## src/rtl/hazard_pkg.sv

```systemverilog
// Shared encodings for the pipeline hazard controller.
package hazard_pkg;

  // E-stage ALU operand source selects
  localparam logic [1:0] FWD_RF  = 2'b00;
  localparam logic [1:0] FWD_WB  = 2'b01;
  localparam logic [1:0] FWD_MEM = 2'b10;

  // Mul/div sequencer state encodings
  localparam logic [1:0] MD_IDLE = 2'd0;
  localparam logic [1:0] MD_BUSY = 2'd1;
  localparam logic [1:0] MD_DONE = 2'd2;

  typedef enum logic [1:0] {
    MdIdle = MD_IDLE,
    MdBusy = MD_BUSY,
    MdDone = MD_DONE
  } md_state_e;

  // E-stage operand select: M result beats W result; $0 is never forwarded.
  function automatic logic [1:0] fwd_sel(input logic [4:0] src,
                                         input logic       reg_write_m,
                                         input logic [4:0] write_reg_m,
                                         input logic       reg_write_w,
                                         input logic [4:0] write_reg_w);
    logic [1:0] sel;
    sel = FWD_RF;
    if (src != 5'd0 && reg_write_m && write_reg_m == src) begin
      sel = FWD_MEM;
    end else if (src != 5'd0 && reg_write_w && write_reg_w == src) begin
      sel = FWD_WB;
    end
    return sel;
  endfunction

endpackage

```

## src/rtl/md_sequencer.sv

```systemverilog
// Latency sequencer for the multi-cycle mul/div unit: counts the busy window and
// raises a one-cycle HI/LO write at its end.
module md_sequencer
  import hazard_pkg::*;
#(
  parameter int unsigned MUL_LAT = 4,
  parameter int unsigned DIV_LAT = 32,
  parameter int unsigned CNT_W   = 6
) (
  input  logic clk,
  input  logic reset,
  input  logic start,
  input  logic div,
  output logic busy,
  output logic done,
  output logic active
);

  md_state_e        state_q, state_d;
  logic [CNT_W-1:0] cnt_q, cnt_d;

  // State and counter registers; reset aborts any op in flight.
  always_ff @(posedge clk or negedge reset) begin
    if (!reset) begin
      state_q <= MdIdle;
      cnt_q   <= '0;
    end else begin
      state_q <= state_d;
      cnt_q   <= cnt_d;
    end
  end

  // Next state: load LAT-1 so BUSY lasts exactly LAT cycles.
  always_comb begin
    state_d = state_q;
    cnt_d   = cnt_q;
    unique case (state_q)
      MdIdle: begin
        if (start) begin
          cnt_d   = div ? CNT_W'(DIV_LAT - 1) : CNT_W'(MUL_LAT - 1);
          state_d = MdBusy;
        end
      end
      MdBusy: begin
        if (cnt_q == '0) begin
          state_d = MdDone;
        end else begin
          cnt_d = cnt_q - CNT_W'(1);
        end
      end
      MdDone:  state_d = MdIdle;
      default: state_d = MdIdle;
    endcase
  end

  // Outputs decode registered state only.
  assign busy   = (state_q == MdBusy) || (state_q == MdDone);
  assign done   = (state_q == MdDone);
  assign active = (state_q != MdIdle);

endmodule

```

## src/rtl/hazard_ctrl.sv

```systemverilog
// Hazard controller for the 5-stage pipeline: forwarding selects, load-use,
// branch and mul/div stalls, and IF/ID / ID/EX flushes.
module hazard_ctrl
  import hazard_pkg::*;
#(
  parameter int unsigned MUL_LAT = 4,
  parameter int unsigned DIV_LAT = 32,
  parameter int unsigned CNT_W   = 6
) (
  input  logic       clk,
  input  logic       reset,
  input  logic [4:0] rs_d,
  input  logic [4:0] rt_d,
  input  logic [4:0] rs_e,
  input  logic [4:0] rt_e,
  input  logic [4:0] write_reg_e,
  input  logic [4:0] write_reg_m,
  input  logic [4:0] write_reg_w,
  input  logic       reg_write_e,
  input  logic       reg_write_m,
  input  logic       reg_write_w,
  input  logic       mem_to_reg_e,
  input  logic       mem_to_reg_m,
  input  logic       branch_d,
  input  logic       pc_src_d,
  input  logic       jump_d,
  input  logic       md_start_e,
  input  logic       md_div_e,
  input  logic       md_read_d,
  output logic       stall_f,
  output logic       stall_d,
  output logic       flush_d,
  output logic       flush_e,
  output logic       fwd_a_d,
  output logic       fwd_b_d,
  output logic [1:0] fwd_a_e,
  output logic [1:0] fwd_b_e,
  output logic       md_busy,
  output logic       md_done
);

  logic md_active;
  logic lw_stall, br_stall, md_stall, stall;

  md_sequencer #(
    .MUL_LAT(MUL_LAT),
    .DIV_LAT(DIV_LAT),
    .CNT_W  (CNT_W)
  ) u_md_sequencer (
    .clk   (clk),
    .reset (reset),
    .start (md_start_e),
    .div   (md_div_e),
    .busy  (md_busy),
    .done  (md_done),
    .active(md_active)
  );

  // Stall/flush/forward decode; everything held low while reset is asserted.
  always_comb begin
    lw_stall = mem_to_reg_e && (write_reg_e == rs_d || write_reg_e == rt_d);
    br_stall = branch_d &&
               ((reg_write_e && (write_reg_e == rs_d || write_reg_e == rt_d)) ||
                (mem_to_reg_m && (write_reg_m == rs_d || write_reg_m == rt_d)));
    // A start in E must also hold an HI/LO reader in D, before the FSM leaves IDLE.
    md_stall = md_read_d && (md_active || md_start_e);
    stall    = reset && (lw_stall || br_stall || md_stall);

    stall_f = stall;
    stall_d = stall;
    flush_e = stall;
    flush_d = reset && (pc_src_d || jump_d) && !stall;

    fwd_a_d = reset && (rs_d != 5'd0) && reg_write_m && (write_reg_m == rs_d);
    fwd_b_d = reset && (rt_d != 5'd0) && reg_write_m && (write_reg_m == rt_d);
    fwd_a_e = FWD_RF;
    fwd_b_e = FWD_RF;
    if (reset) begin
      fwd_a_e = fwd_sel(rs_e, reg_write_m, write_reg_m, reg_write_w, write_reg_w);
      fwd_b_e = fwd_sel(rt_e, reg_write_m, write_reg_m, reg_write_w, write_reg_w);
    end
  end

endmodule

```

## config.mk

```make
export PLATFORM = sky130hd
export DESIGN_NAME = hazard_ctrl
export DESIGN_NICKNAME = d
export VERILOG_FILES = /design/src/rtl/hazard_pkg.sv /design/src/rtl/md_sequencer.sv /design/src/rtl/hazard_ctrl.sv
export SDC_FILE = /design/constraint.sdc
export NUM_CORES = 1
export LEC_CHECK = 0
export ABC_AREA = 1
export CORE_MARGIN = 5
export CORE_UTILIZATION = 45
export CTS_CLUSTER_SIZE = 16
export DETAILED_ROUTE_END_ITERATION = 10
export PLACE_DENSITY = 0.95
export SLEW_MARGIN = 20
export SYNTH_ARGS = -nofsm -noshare
export SYNTH_HDL_FRONTEND = slang
export SYNTH_SLANG_ARGS = --single-unit
export TNS_END_PERCENT = 50
```

## constraint.sdc

```tcl
create_clock -name clk -period 3.9 [get_ports clk]
set_input_delay 1.17 -clock clk [delete_from_list [all_inputs] [get_ports clk]]
set_output_delay 1.17 -clock clk [all_outputs]
set_load 0.01 [all_outputs]
```

== Word level (Yosys, flattened, before mapping) ==
Cells that the tools add are included.

* Reduce and logical (&&, ||, !) cells: 41
* Muxes and demuxes: 13
* Equal/unequal tests: 13
* Add/sub/neg operators: 1

{| class="wikitable"
|+ Operators by type and width
! cell !! number
|-
| == test 5 bit || 8
|-
| logical AND 1 bit || 22
|-
| nonzero test 5 bit || 4
|-
| 2-to-1 mux 2 bit || 6
|-
| 2-to-1 mux 6 bit || 2
|-
| case mux 6 bit (2 select lines) || 1
|-
| logical OR 1 bit || 8
|-
| logical NOT 6 bit || 1
|-
| subtractor 6 x 1 -> 6 bit (second input constant) || 1
|-
| 2-to-1 mux 5 bit || 1
|-
| inequality test 2 bit (second input constant) || 2
|-
| case mux 2 bit (2 select lines) || 1
|-
| nonzero test 2 bit || 2
|-
| AND reduction 3 bit || 1
|-
| == test 2 x 1 -> 1 bit (second input constant) || 1
|-
| == test 2 bit (second input constant) || 1
|-
| logical NOT 2 bit || 1
|-
| 2-to-1 mux 1 bit || 2
|-
| inequality test 2 x 1 -> 1 bit (second input constant) || 1
|-
| AND reduction 2 bit || 1
|-
| logical NOT 1 bit || 1
|}

* Input bits: 48
* Logic and storage cells: 70
* Bits in registers: 8

== Logic depth before layout (Yosys ltp) ==
* Word-level depth: 10
* Gate-level depth with buffers: 11

== Hierarchy ==
From an unflattened synthesis, not the netlist that was laid out.

* Cell total of the unflattened synthesis: 236
* Area, all modules: 1362.6 um2

{| class="wikitable"
|+ By module, submodules not included
! module !! cells an instance !! instances !! area an instance (um2)
|-
| hazard_ctrl || 158 || 1 || 778.2
|-
| md_sequencer || 78 || 1 || 584.3
|}

== Worst setup path before layout ==
Ideal clock, no wire load.

* Path type: input-to-output
* Start: input port rt_d[3]
* End: output port stall_d
* Cell stages on the path: 11
* Data required time: 2.730 ns
* Arrival time: 1.944 ns
* Path slack: 0.786 ns
* Path buffers: 1
* Cell sequence: inv_1 -> nand2_1 -> nand2_1 -> nor2_1 -> nand3_1 -> nand2_1 -> nand2_1 -> nand3_2 -> nand2_1 -> inv_1 -> buf_4

* Cells in the longest elaborated chain, start to end: 8
* Elaborated cells between the ends (all ways): 12
* Those cells by class: eq/ne: 2; reduce/logical: 10

{| class="wikitable"
|+ RTL lines
! element !! RTL line !! source
|-
| start, declared || hazard_ctrl.sv:13 || <nowiki>input logic [4:0] rt_d,</nowiki>
|-
| == test 5 bit (on tied branches) || hazard_ctrl.sv:61, hazard_ctrl.sv:63, hazard_ctrl.sv:64 ||
|-
| logical OR 1 bit (on tied branches) || hazard_ctrl.sv:61, hazard_ctrl.sv:63, hazard_ctrl.sv:64 ||
|-
| logical AND 1 bit (on tied branches) || hazard_ctrl.sv:63, hazard_ctrl.sv:64 ||
|-
| logical OR 1 bit || hazard_ctrl.sv:63 || <nowiki>((reg_write_e && (write_reg_e == rs_d || write_reg_e == rt_d)) ||</nowiki>
|-
| logical AND 1 bit || hazard_ctrl.sv:62 || <nowiki>br_stall = branch_d &&</nowiki>
|-
| logical OR 1 bit (*) (2 in series) || hazard_ctrl.sv:67 || <nowiki>stall = reset && (lw_stall || br_stall || md_stall);</nowiki>
|-
| logical AND 1 bit (*) || hazard_ctrl.sv:67 ||
|-
| end, declared || hazard_ctrl.sv:31 || <nowiki>output logic stall_d,</nowiki>
|}

Mark *: on every way between the ends. The rest lies on a longest branch, timed or not.

== Worst setup path in the final report ==
* Start: input port rt_d[0]
* End: output port flush_d

* Cells in the longest elaborated chain, start to end: 10
* Elaborated cells between the ends (all ways): 14
* Those cells by class: eq/ne: 2; reduce/logical: 12

{| class="wikitable"
|+ RTL lines
! element !! RTL line !! source
|-
| == test 5 bit (on tied branches) || hazard_ctrl.sv:61, hazard_ctrl.sv:63, hazard_ctrl.sv:64 ||
|-
| logical OR 1 bit (on tied branches) || hazard_ctrl.sv:61, hazard_ctrl.sv:63, hazard_ctrl.sv:64 ||
|-
| logical AND 1 bit (on tied branches) || hazard_ctrl.sv:63, hazard_ctrl.sv:64 ||
|-
| logical OR 1 bit || hazard_ctrl.sv:63 ||
|-
| logical AND 1 bit || hazard_ctrl.sv:62 ||
|-
| logical OR 1 bit (*) (2 in series) || hazard_ctrl.sv:67 ||
|-
| logical AND 1 bit (*) || hazard_ctrl.sv:67 ||
|-
| logical NOT 1 bit (*) || hazard_ctrl.sv:72 || <nowiki>flush_d = reset && (pc_src_d || jump_d) && !stall;</nowiki>
|-
| logical AND 1 bit (*) || hazard_ctrl.sv:72 ||
|-
| end, declared || hazard_ctrl.sv:32 || <nowiki>output logic flush_d,</nowiki>
|}

Marks and branches as above.

==> run metrics <==
run status finished, final reports clean; Period minus WS final 3.833 ns; Area growth, synth to finish 64.23%; DP HPWL about 3700 um; Distinct cells, synth 32; Psw 317.7 uW; Longest Clk Path Bufs 2; synthesized instance count between 200 and 250; CP max FO 4; Synth top area share 23.42%; largest net degree at the start of global routing 10; Seq/Total Area, Yosys 15.81%; skew final approximately 0.00054 ns; P_leak roughly 1.1 nW; most common cell in the netlist nand2_1; crit path capture type primary output; post-route ant nets 0; Yosys top cell by area nand2_1; r2r setup slk 2.38 ns; Yosys reg bits 8; pwr/cell area 327.4 mW/mm^2; fmax 0.2609 GHz; die height between 60 and 70 um; Worst-Skew Late Latency 0.26 ns; setup violators final 0; Pre-Repair DR Iteration Count 4; WL/cell approximately 13 um; CORE AREA 0.002734 sq mm; CTS buffer count 3; # Max-Cap Violations 0; dpl ws -0.3238 ns; cells along the critical path clkdlybuf4s50_1 -> nand2_1 -> inv_1 -> nor2_1 -> nor2_1 -> nand3_1 -> nand2_1 -> nand2_1 -> nand3_2 -> nor2_1 -> dlygate4sd2_1; RSZ-0062 raised after global routing yes; Worst Path Arrival 2.66 ns; n_diodes 0; Rows 19; Post-CTS Setup Bufs 0; Post-Syn Area around 0.0013 sq mm; Vias 1722; dpl cells 338; startpoint type of the worst setup path primary input; fin. max-slew vios 0; register share of total power 21.2%; sw frac 46.66%; Post-Route WL around 4300 um; first-pass GRT wire length roughly 7000 um; max_slew headroom approximately three quarters; critical path type in2out; worst hold-check path type reg2reg; die width 63.05 um; Nets around 370; power consumption between 600 and 700 uW; die area 0.003975 sq mm; Hold Path Cell Cnt 2; Crit path buffers/inverters 3; cell internal pwr 363.1 uW; top cells by area, synth nand2_1 23%, dfrtp_1 16%, inv_1 10%; syn_nets 279; final hold violations 0; Starting Density roughly 46%; Clock Sinks 8; Max stage delay on crit path approximately 0.55 ns; clock network fraction of design power 9.8%; synthesis warning total 0; GRT Util Overall 21.14%; Gate power share 69.0%; CTS tree built; Vias/cell 5.050; Syn Area/Cell 5.628 sq um; PnR worst setup slack ~0.067 ns; DR iter-0 viols 80; final instance area roughly 0.0021 sq mm; most frequent cells after synthesis 79 x nand2_1, 34 x inv_1, 26 x nor2_1; Filler Cell Count approximately 220; IO Pins 60; Post-synth ARST share 100.0%; share of cells above drive strength 1 approximately 15%; Post-synth EDFFs 0; Crit path depth 11; Worst EP required 2.73 ns; delay-heaviest family, CP buffers and inverters; ys flop type dfrtp_1; Non-Filler Instances ~340; # DRC 0; part of the cycle the worst path needs 98.27%; vias in the first global route 1681; RePlAce Congestion 0.8445; Port Buf Inserts 59; initial antenna violation count 0; Fin Hold WS approximately 0.57 ns; Placed Area 0.002081 sq mm; r2r worst-path depth 10; Clock transition at path regs 0.06 ns; Root Driver clkbuf_4; peak supply drop between 0.4 and 0.5 mV; H-tree levels 1; GR Overflow Total 0; Slew @ Worst Pin 0.3431 ns; slowest CP cell clkdlybuf4s50_1
-- sequential cells by signal, indices dropped and copies added (netlist names) --
| name | cells |
|---|---|
| u_md_sequencer.cnt_q | 6 |
| u_md_sequencer.state_q | 2 |
-- power by group through the flow --
stage          combinational, mW  sequential [mW]  clock (mW)
2_1_floorplan              0.287            0.141           0
3_3_place_gp               0.448            0.145           0
4_1_cts                    0.472            0.144      0.0688
3_5_place_dp               0.470            0.146           0
6_report                   0.470            0.145      0.0667
5_1_grt                    0.528            0.148      0.0763
-- layout by cell type, fill, tap and decap left out, drive strengths merged, types with 3 or more instances in the layout --
master	n
a21oi	5
buf	25
clkbuf	8
clkdlybuf4s50	42
dfrtp	8
dlygate4sd2	9
dlymetal6s2s	3
ha	6
inv	40
nand2	80
nand3	6
nand4	5
nor2	27
nor3	5
o2111ai	3
o21ai	12
xnor2	8
xor2	5
-- path summary, 6_finish.rpt --
check / startpoint / to
max in group asynchronous: reset / u_md_sequencer.state_q[1]
max: rt_d[0] / flush_d
min in group asynchronous: reset / u_md_sequencer.cnt_q[4]
max reg2reg: u_md_sequencer.state_q[1] / u_md_sequencer.cnt_q[5]
min reg2reg: u_md_sequencer.cnt_q[4] / u_md_sequencer.cnt_q[4]
min: u_md_sequencer.cnt_q[4] / u_md_sequencer.cnt_q[4]
-- tightest hold or removal path, cell delays in order, from the launching register on --
cell and delay, ns:
dfrtp_1 0.32, inv_1 0.08, o21ai_1 0.14
-- cells by family after synthesis --
group,Yosys count,synth area share [%]
AND/OR/NAND/NOR,128,42.39
buffers and inverters,42,13.04
AO/OA/AOI/OAI,28,13.83
XOR/XNOR,13,8.992
flip-flops,8,15.81
adder cells (fa/ha/maj),6,5.929
-- what timing repair did --
item,in CTS,in global routing
hold endpoints to repair,0,0
resized for setup,18,11
hold buffers,0,0
endpoints found under the setup margin,10,7
-- per-stage QoR --
stage               utilization (%)   TNS [ns]
floorplan                         -          0
global placement              76.11     -2.281
detailed placement            76.11     -2.591
CTS                           76.48          0
global route                  76.06  -0.007060
finish                        76.06          0
-- final cells by class --
cell class | instances | area [sq um] | share of cell area, %
well taps | 31 | 38.79 | 1.865
flip-flops and latches | 8 | 200.2 | 9.627
clock buffers | 3 | 22.52 | 1.083
multi-input cells | 175 | 905.9 | 43.56
inverters | 40 | 150.1 | 7.220
repair buffers | 84 | 762.0 | 36.64
-- layer usage --
layer  routed length (um)  track usage [%]
met2                 2347            41.15
met3                  205            4.676
met5                    0                0
met1                 1671            21.82
met4                   61            6.366
Power figures use the tool's default switching activity.
